[src/rtl/uart_pkg.sv]
// Shared definitions for the FIFO-fed UART transmitter: frame FSM states and widths.
package uart_pkg;

  localparam int DATA_W           = 8;
  localparam int CLKS_PER_BIT_DEF = 16;

  typedef enum logic [2:0] {
    IDLE,
    REQ,
    LOAD,
    START,
    DATA,
    STOP
  } state_t;

endpackage

[src/rtl/uart_baud_gen.sv]
// Bit-period timer: counts 0..CLKS_PER_BIT-1, flags the last cycle of a bit
// and the cycle before it, and is held at zero while restart is high.
module uart_baud_gen #(
  parameter int CLKS_PER_BIT = 16
) (
  input  logic clk,
  input  logic reset,
  input  logic restart,
  output logic bit_end,
  output logic pre_end
);

  localparam int CW = (CLKS_PER_BIT > 1) ? $clog2(CLKS_PER_BIT) : 1;
  localparam logic [CW-1:0] LAST = CW'(CLKS_PER_BIT - 1);
  localparam logic [CW-1:0] PRE  = CW'(CLKS_PER_BIT - 2);

  logic [CW-1:0] cnt;

  // Reload on bit boundaries so the count never wraps through an unused code.
  always_ff @(posedge clk or posedge reset) begin
    if (reset)                 cnt <= '0;
    else if (restart || bit_end) cnt <= '0;
    else                       cnt <= cnt + CW'(1);
  end

  assign bit_end = (cnt == LAST);
  assign pre_end = (cnt == PRE);

endmodule

[src/rtl/fifo_uart_tx.sv]
// 8N1 UART transmitter that pops bytes from an upstream FIFO whenever it is
// non-empty; all serial/handshake outputs come straight from flops.
module fifo_uart_tx
  import uart_pkg::*;
#(
  parameter int CLKS_PER_BIT = CLKS_PER_BIT_DEF
) (
  input  logic              clk,
  input  logic              reset,
  input  logic              fifo_emp,
  input  logic [DATA_W-1:0] fifo_read_data,
  output logic              fifo_read_req,
  output logic              tx,
  output logic              busy,
  output logic              byte_done
);

  state_t            state;
  logic [DATA_W-1:0] shreg;
  logic [2:0]        idx;
  logic              restart;
  logic              bit_end;
  logic              pre_end;

  // Timer is parked at zero outside the timed states, so START always
  // begins a fresh bit period.
  assign restart = (state == IDLE) || (state == REQ) || (state == LOAD);

  uart_baud_gen #(
    .CLKS_PER_BIT (CLKS_PER_BIT)
  ) u_baud (
    .clk     (clk),
    .reset   (reset),
    .restart (restart),
    .bit_end (bit_end),
    .pre_end (pre_end)
  );

  always_ff @(posedge clk or posedge reset) begin
    if (reset) begin
      state         <= IDLE;
      shreg         <= '0;
      idx           <= '0;
      tx            <= 1'b1;
      fifo_read_req <= 1'b0;
      busy          <= 1'b0;
      byte_done     <= 1'b0;
    end else begin
      fifo_read_req <= 1'b0;
      byte_done     <= 1'b0;
      case (state)
        IDLE: begin
          tx   <= 1'b1;
          busy <= 1'b0;
          if (!fifo_emp) begin
            state         <= REQ;
            fifo_read_req <= 1'b1;
            busy          <= 1'b1;
          end
        end
        REQ: begin
          state <= LOAD;
        end
        LOAD: begin
          // FIFO data is valid the cycle after the pop strobe.
          shreg <= fifo_read_data;
          tx    <= 1'b0;
          state <= START;
        end
        START: begin
          if (bit_end) begin
            tx    <= shreg[0];
            idx   <= '0;
            state <= DATA;
          end
        end
        DATA: begin
          if (bit_end) begin
            shreg <= shreg >> 1;
            if (idx == 3'd7) begin
              tx    <= 1'b1;
              state <= STOP;
            end else begin
              idx <= idx + 3'd1;
              tx  <= shreg[1];
            end
          end
        end
        STOP: begin
          // Registered one cycle early so the pulse lands on the last stop cycle.
          byte_done <= pre_end;
          if (bit_end) begin
            busy  <= 1'b0;
            state <= IDLE;
          end
        end
        default: begin
          state <= IDLE;
        end
      endcase
    end
  end

  generate
    if (CLKS_PER_BIT < 2 || CLKS_PER_BIT > 65535) begin : g_bad_param
      $error("fifo_uart_tx: CLKS_PER_BIT out of range");
    end
  endgenerate

  a_req_single: assert property (@(posedge clk) disable iff (reset)
    fifo_read_req |=> !fifo_read_req);

  a_req_only_in_req: assert property (@(posedge clk) disable iff (reset)
    fifo_read_req |-> (state == REQ));

  a_done_in_stop: assert property (@(posedge clk) disable iff (reset)
    byte_done |-> (state == STOP));

endmodule

[config.mk]
export PLATFORM = sky130hd
export DESIGN_NAME = fifo_uart_tx
export DESIGN_NICKNAME = d
export VERILOG_FILES = /design/src/rtl/uart_pkg.sv /design/src/rtl/uart_baud_gen.sv /design/src/rtl/fifo_uart_tx.sv
export SDC_FILE = /design/constraint.sdc
export NUM_CORES = 1
export LEC_CHECK = 0
export ABC_CLOCK_PERIOD_IN_PS = 3200
export CORE_MARGIN = 5
export CORE_UTILIZATION = 57
export DETAILED_ROUTE_END_ITERATION = 7
export DONT_BUFFER_PORTS = 1
export HOLD_SLACK_MARGIN = 0.15
export PLACE_DENSITY = 0.7
export SLEW_MARGIN = 20
export SYNTH_ARGS = -nofsm -noshare
export SYNTH_HDL_FRONTEND = slang
export SYNTH_HIERARCHICAL = 1
export SYNTH_SLANG_ARGS = --single-unit
[constraint.sdc]
create_clock -name clk -period 3.2 [get_ports clk]
set_input_delay 0.64 -clock clk [delete_from_list [all_inputs] [get_ports clk]]
set_output_delay 0.64 -clock clk [all_outputs]
set_load 0.03 [all_outputs]
== Yosys cells after proc, flatten, opt, wreduce, memory -nomap -nowiden ==
Cells that the tools add are included.
Storage, ports and cells
  bits in registers: 22
  output and inout port bits: 4
  input port bits: 11
  logic and storage cells: 58
Operators by class
  multiplexer cells: 21
  equality and inequality tests: 14
  $add $sub $neg: 2
  reduce and logical (&&, ||, !) cells: 13
Operator list (number)
  two-way mux 3 bit: 7
  one-hot mux 3 bit (6 select lines): 1
  one-hot mux 8 bit (2 select lines): 1
  equality test 3 bit (second input constant): 3
  equality test 4 bit (second input constant): 2
  two-way mux 8 bit: 1
  two-way mux 1 bit: 7
  equality test 3 x 2 -> 1 bit (second input constant): 2
  inequality test 2 x 1 -> 1 bit (second input constant): 3
  inequality test 2 bit (second input constant): 3
  one-hot mux 3 bit (2 select lines): 1
  nonzero test 2 bit: 3
  AND reduction 5 bit: 1
  adder 4 x 1 -> 4 bit (second input constant): 1
  two-way mux 4 bit: 1
  one-hot mux 1 bit (4 select lines): 1
  AND reduction 2 bit: 2
  AND reduction 4 bit: 1
  nonzero test 4 bit: 1
  adder 3 x 1 -> 3 bit (second input constant): 1
  equality test 3 x 1 -> 1 bit (second input constant): 1
  logical NOT 3 bit: 1
  logical OR 1 bit: 3
  AND reduction 3 bit: 1
  one-hot mux 1 bit (2 select lines): 1

== Depth between registers and ports, before layout ==
  depth in word-level cells: 5
  gate-level depth with buffers: 6
  gate-level depth less buffers: 5

== Modules after synthesis ==
The synthesis kept the hierarchy.
Modules (own cells, without submodules)
  fifo_uart_tx: instances 1, area an instance 952.2 µm², seq. area each 451.7 µm², cells each 87
  uart_baud_gen: instances 1, area an instance 203.9 µm², seq. area each 100.1 µm², cells each 20

== Worst setup path before layout ==
Ideal clock, no wire load.
  kind: register to register
  start: register u_baud.cnt[0]
  end: register shreg[0]
  arrival time: 1527 ps
  clock period less this slack: 1652 ps
  path slack: 1548 ps
  buffers on the path: 0
  required time: 3075 ps
  cell stages (with the launch flop): 6
  setup time: 125 ps
  cells stage by stage: dfrtp_1 ha_1 and3_4 nand3b_1 a21oi_2 mux2_2
On the way
  word-level cells in the longest chain between the ends: 3
Ends and longest elaborated chain
  from (decl): line uart_baud_gen.sv:17  | logic [CW-1:0] cnt;
  from (signal assigned): line uart_baud_gen.sv:23  | else cnt <= cnt + CW'(1);
  equality test 4 bit: line uart_baud_gen.sv:26  | assign bit_end = (cnt == LAST);
  named net bit_end: line fifo_uart_tx.sv:22  | logic bit_end;
  inequality test 2 x 1 -> 1 bit (no line)
  AND reduction 2 bit (no line)
  to (signal assigned): line fifo_uart_tx.sv:66  | shreg <= fifo_read_data;
  to (signal assigned): line fifo_uart_tx.sv:79  | shreg <= shreg >> 1;
  to (decl): line fifo_uart_tx.sv:19  | logic [DATA_W-1:0] shreg;
The timed path passes the listed nets, and every way through them passes these cells.
A chain may end at the register's enable or synchronous reset.

== Final worst setup path ==
  start: register u_baud.cnt[0]
  end: register shreg[5]
The elaborated chain is that of the path after synthesis.

==> impl_metrics.tcl <==
set metrics [dict create \
    grt_usage_pct 15.86 \
    cts_tree "done" \
    ys_ff_latch 22 \
    io_pins 15 \
    wl_per_cell_um 14.10 \
    grt_pass1_wl_mm 3.374 \
    finalCritPeriodShare_pct 59.78 \
    drv_slew 0 \
    outcome "finished, final reports clean" \
    clock-root-buffer "clkbuf_4" \
    p_leak_nw 0.5691 \
    synthCells 107 \
    core-area_um2 1942 \
    finalWeightedCongestion 0.7633 \
    syn_area_per_cell_um2 10.80 \
    layout_commonest_cell "dfrtp_1" \
    syn2layout_area_growth_pct 4.329 \
    post-cts-setup-buffer-count 0 \
    overflow 0 \
    hold_ws_ps 312.2 \
    rr_startpoint "u_baud/cnt[0]$_DFF_PP0_" \
    rrSetupSlack_ps 1290 \
    grt_pass1_vias 751 \
    async_flop_share_pct 100.0 \
    layoutNonFillerInstCount 134 \
    cap_violations 0 \
    use_met3_pct 2.949 \
    rsz0062_at_grt "no" \
    fmax_ghz 0.5228 \
    syn_area_um2 1156 \
    grt_max_degree 19 \
    required_ps 3400 \
    final_cell_mix "dfrtp_1 (21), mux2_2 (14), nand2_1 (9)" \
    clockBufferDepth 2 \
    ant_nets 0 \
    vdd_drop_max_uv 238.4 \
    end_kind "flip-flop" \
    vias_per_cell 5.627 \
    critPathMaxFanout 14 \
    clock_latency_ps 300 \
    synth_flop_cell "dfrtp_1" \
    drt_iter0_drc 10 \
    setup_viol 0 \
    slew_headroom_pct 53.97 \
    synth_edf_count 0 \
    drc 0 \
    cts.clk_slew.worst_paths_ps 120 \
    rows 16 \
    path_class "reg2reg" \
    initial_core_util_pct 59.54 \
    grt.met2_usage_pct 24.80 \
    ys_seq_area_share_pct 47.73 \
    die_h_um 55.04 \
    setup_tns_ps 0 \
    fin_skew_ps 3.020 \
    wl_mm 1.889 \
    vias 754 \
    ys_types 33 \
    cp-start-kind "flip-flop" \
    power_density_nw_per_um2 357.9 \
    hold_viol_final 0 \
    htreeDepth 1 \
    portBuffers 0 \
    antenna_found_initial 0 \
    critical_path.endpoint "shreg[5]$_DFFE_PP0P_" \
    r2r_cells 5 \
    tightest_slew_ps 689.7 \
    stdcell_area_um2 1206 \
    synth_nets 122 \
    clock-sinks 22 \
    placed_cell_area_um2 1170 \
    r2r-end "shreg[5]$_DFFE_PP0P_" \
    dpl.cell_count 129 \
    drt_pre_antenna_iters 4 \
    nets 123 \
    timing.critical_path.arrival_ps 2110 \
    startpoint "u_baud/cnt[0]$_DFF_PP0_" \
    numCtsBuffers 3 \
    grt-busiest-layer "met2" \
    fp.dieW_um 55.04 \
    synth.area.top_cells "dfrtp_1 (45%), mux2_2 (14%), ha_1 (4.3%)" \
    dieArea_um2 3029 \
    drive_gt1_share_pct 19.63 \
    fillers 180 \
    synth_area_leader_cell "dfrtp_1" \
    ys.warnings.count 6 \
    hpwlAfterDp_mm 1.369 \
    grt_use_met1_pct 21.22 \
    diodes 0 \
    synth_top_area_share_pct 45.45 \
    min_path_type "in2async" \
    fin_crit_ps 1913 \
]
==> what timing repair did <==
action                                 4_1_cts  5_1_grt
resized for setup                            0        0
endpoints found under the hold margin        4        0
hold buffers                                 1        0
==> Yosys cell counts, types with 2 or more instances <==
library cell  number
nand4b_1           2
nand3b_1           3
and3_1             2
mux2_2            14
nand2_1            9
clkbuf_1           4
a21oi_1            6
mux2i_1            3
nand2b_1           2
o21ai_0            4
dfrtp_1           21
inv_1              6
nor2_1             8
ha_1               4
==> final cells by class <==
| type | instances | area (um^2) | area share, % |
|---|---|---|---|
| sequential | 22 | 551.8 | 45.75 |
| tap | 27 | 33.78 | 2.801 |
| timing repair buffer | 1 | 10.01 | 0.8299 |
| multi-input combinational | 74 | 561.8 | 46.58 |
| clock buffer | 4 | 26.28 | 2.178 |
| inverter | 6 | 22.52 | 1.867 |
==> sequential cells by signal, indices dropped and copies added, names as in the netlist <==
register,flops
byte_done,1
u_baud/cnt,4
idx,3
state,3
tx,1
shreg,8
busy,1
fifo_read_req,1
==> report_power, final <==
part	internal (mW)	switching [mW]	leakage (nW)
clock	0.0485	0.0815	0.0150
sequential	0.283	0.00387	0.262
combinational	0.00699	0.00780	0.292
total	0.338	0.0932	0.569
==> critical path, stage by stage (launching register included) <==
cell and delay, ps:
dfrtp_1 430, ha_1 230, and3_4 290, nand3b_1 110
a21oi_2 370, mux2_2 380
==> per-layer routing <==
metal	vias up	share of wire [%]
li1	374	-
met1	367	45
met2	11	49
met3	2	4.8
met4	0	0.64
met5	-	0
==> how the worst min path moves through the flow <==
stage                              endpoint   from  slack, ps  depth (start not counted)
floorplan           u_baud/cnt[0]$_DFF_PP0_  reset        410                          1
global placement    u_baud/cnt[0]$_DFF_PP0_  reset        420                          1
detailed placement  u_baud/cnt[0]$_DFF_PP0_  reset        430                          1
CTS                      idx[2]$_DFFE_PP0P_  reset        330                          1
global route             idx[2]$_DFFE_PP0P_  reset        340                          1
finish                   idx[2]$_DFFE_PP0P_  reset        310                          1
==> stage by stage <==
stage / power (mW) / utilization [%] / worst slack [ps]
floorplan: 0.3033 / - / 1548
global placement: 0.3061 / 60.24 / 1311
detailed placement: 0.3067 / 60.24 / 1294
CTS: 0.4389 / 62.11 / 1265
global route: 0.4493 / 62.11 / 1103
finish: 0.4316 / 62.11 / 1287
==> kinds of logic (layout without fill, tap and decap cells) <==
logic type	Yosys count	count (layout)	share of synthesized area (%)
AOI/OAI and AO/OA	17	17	9.525
xor gates and xnor gates	1	1	0.7577
adders and majority gates	4	4	4.329
buffers and inverters	11	11	3.679
DFF	22	22	47.73
muxes	18	18	17.21
and+or+nand+nor	34	34	16.78
(Power assumes the default switching activity.)
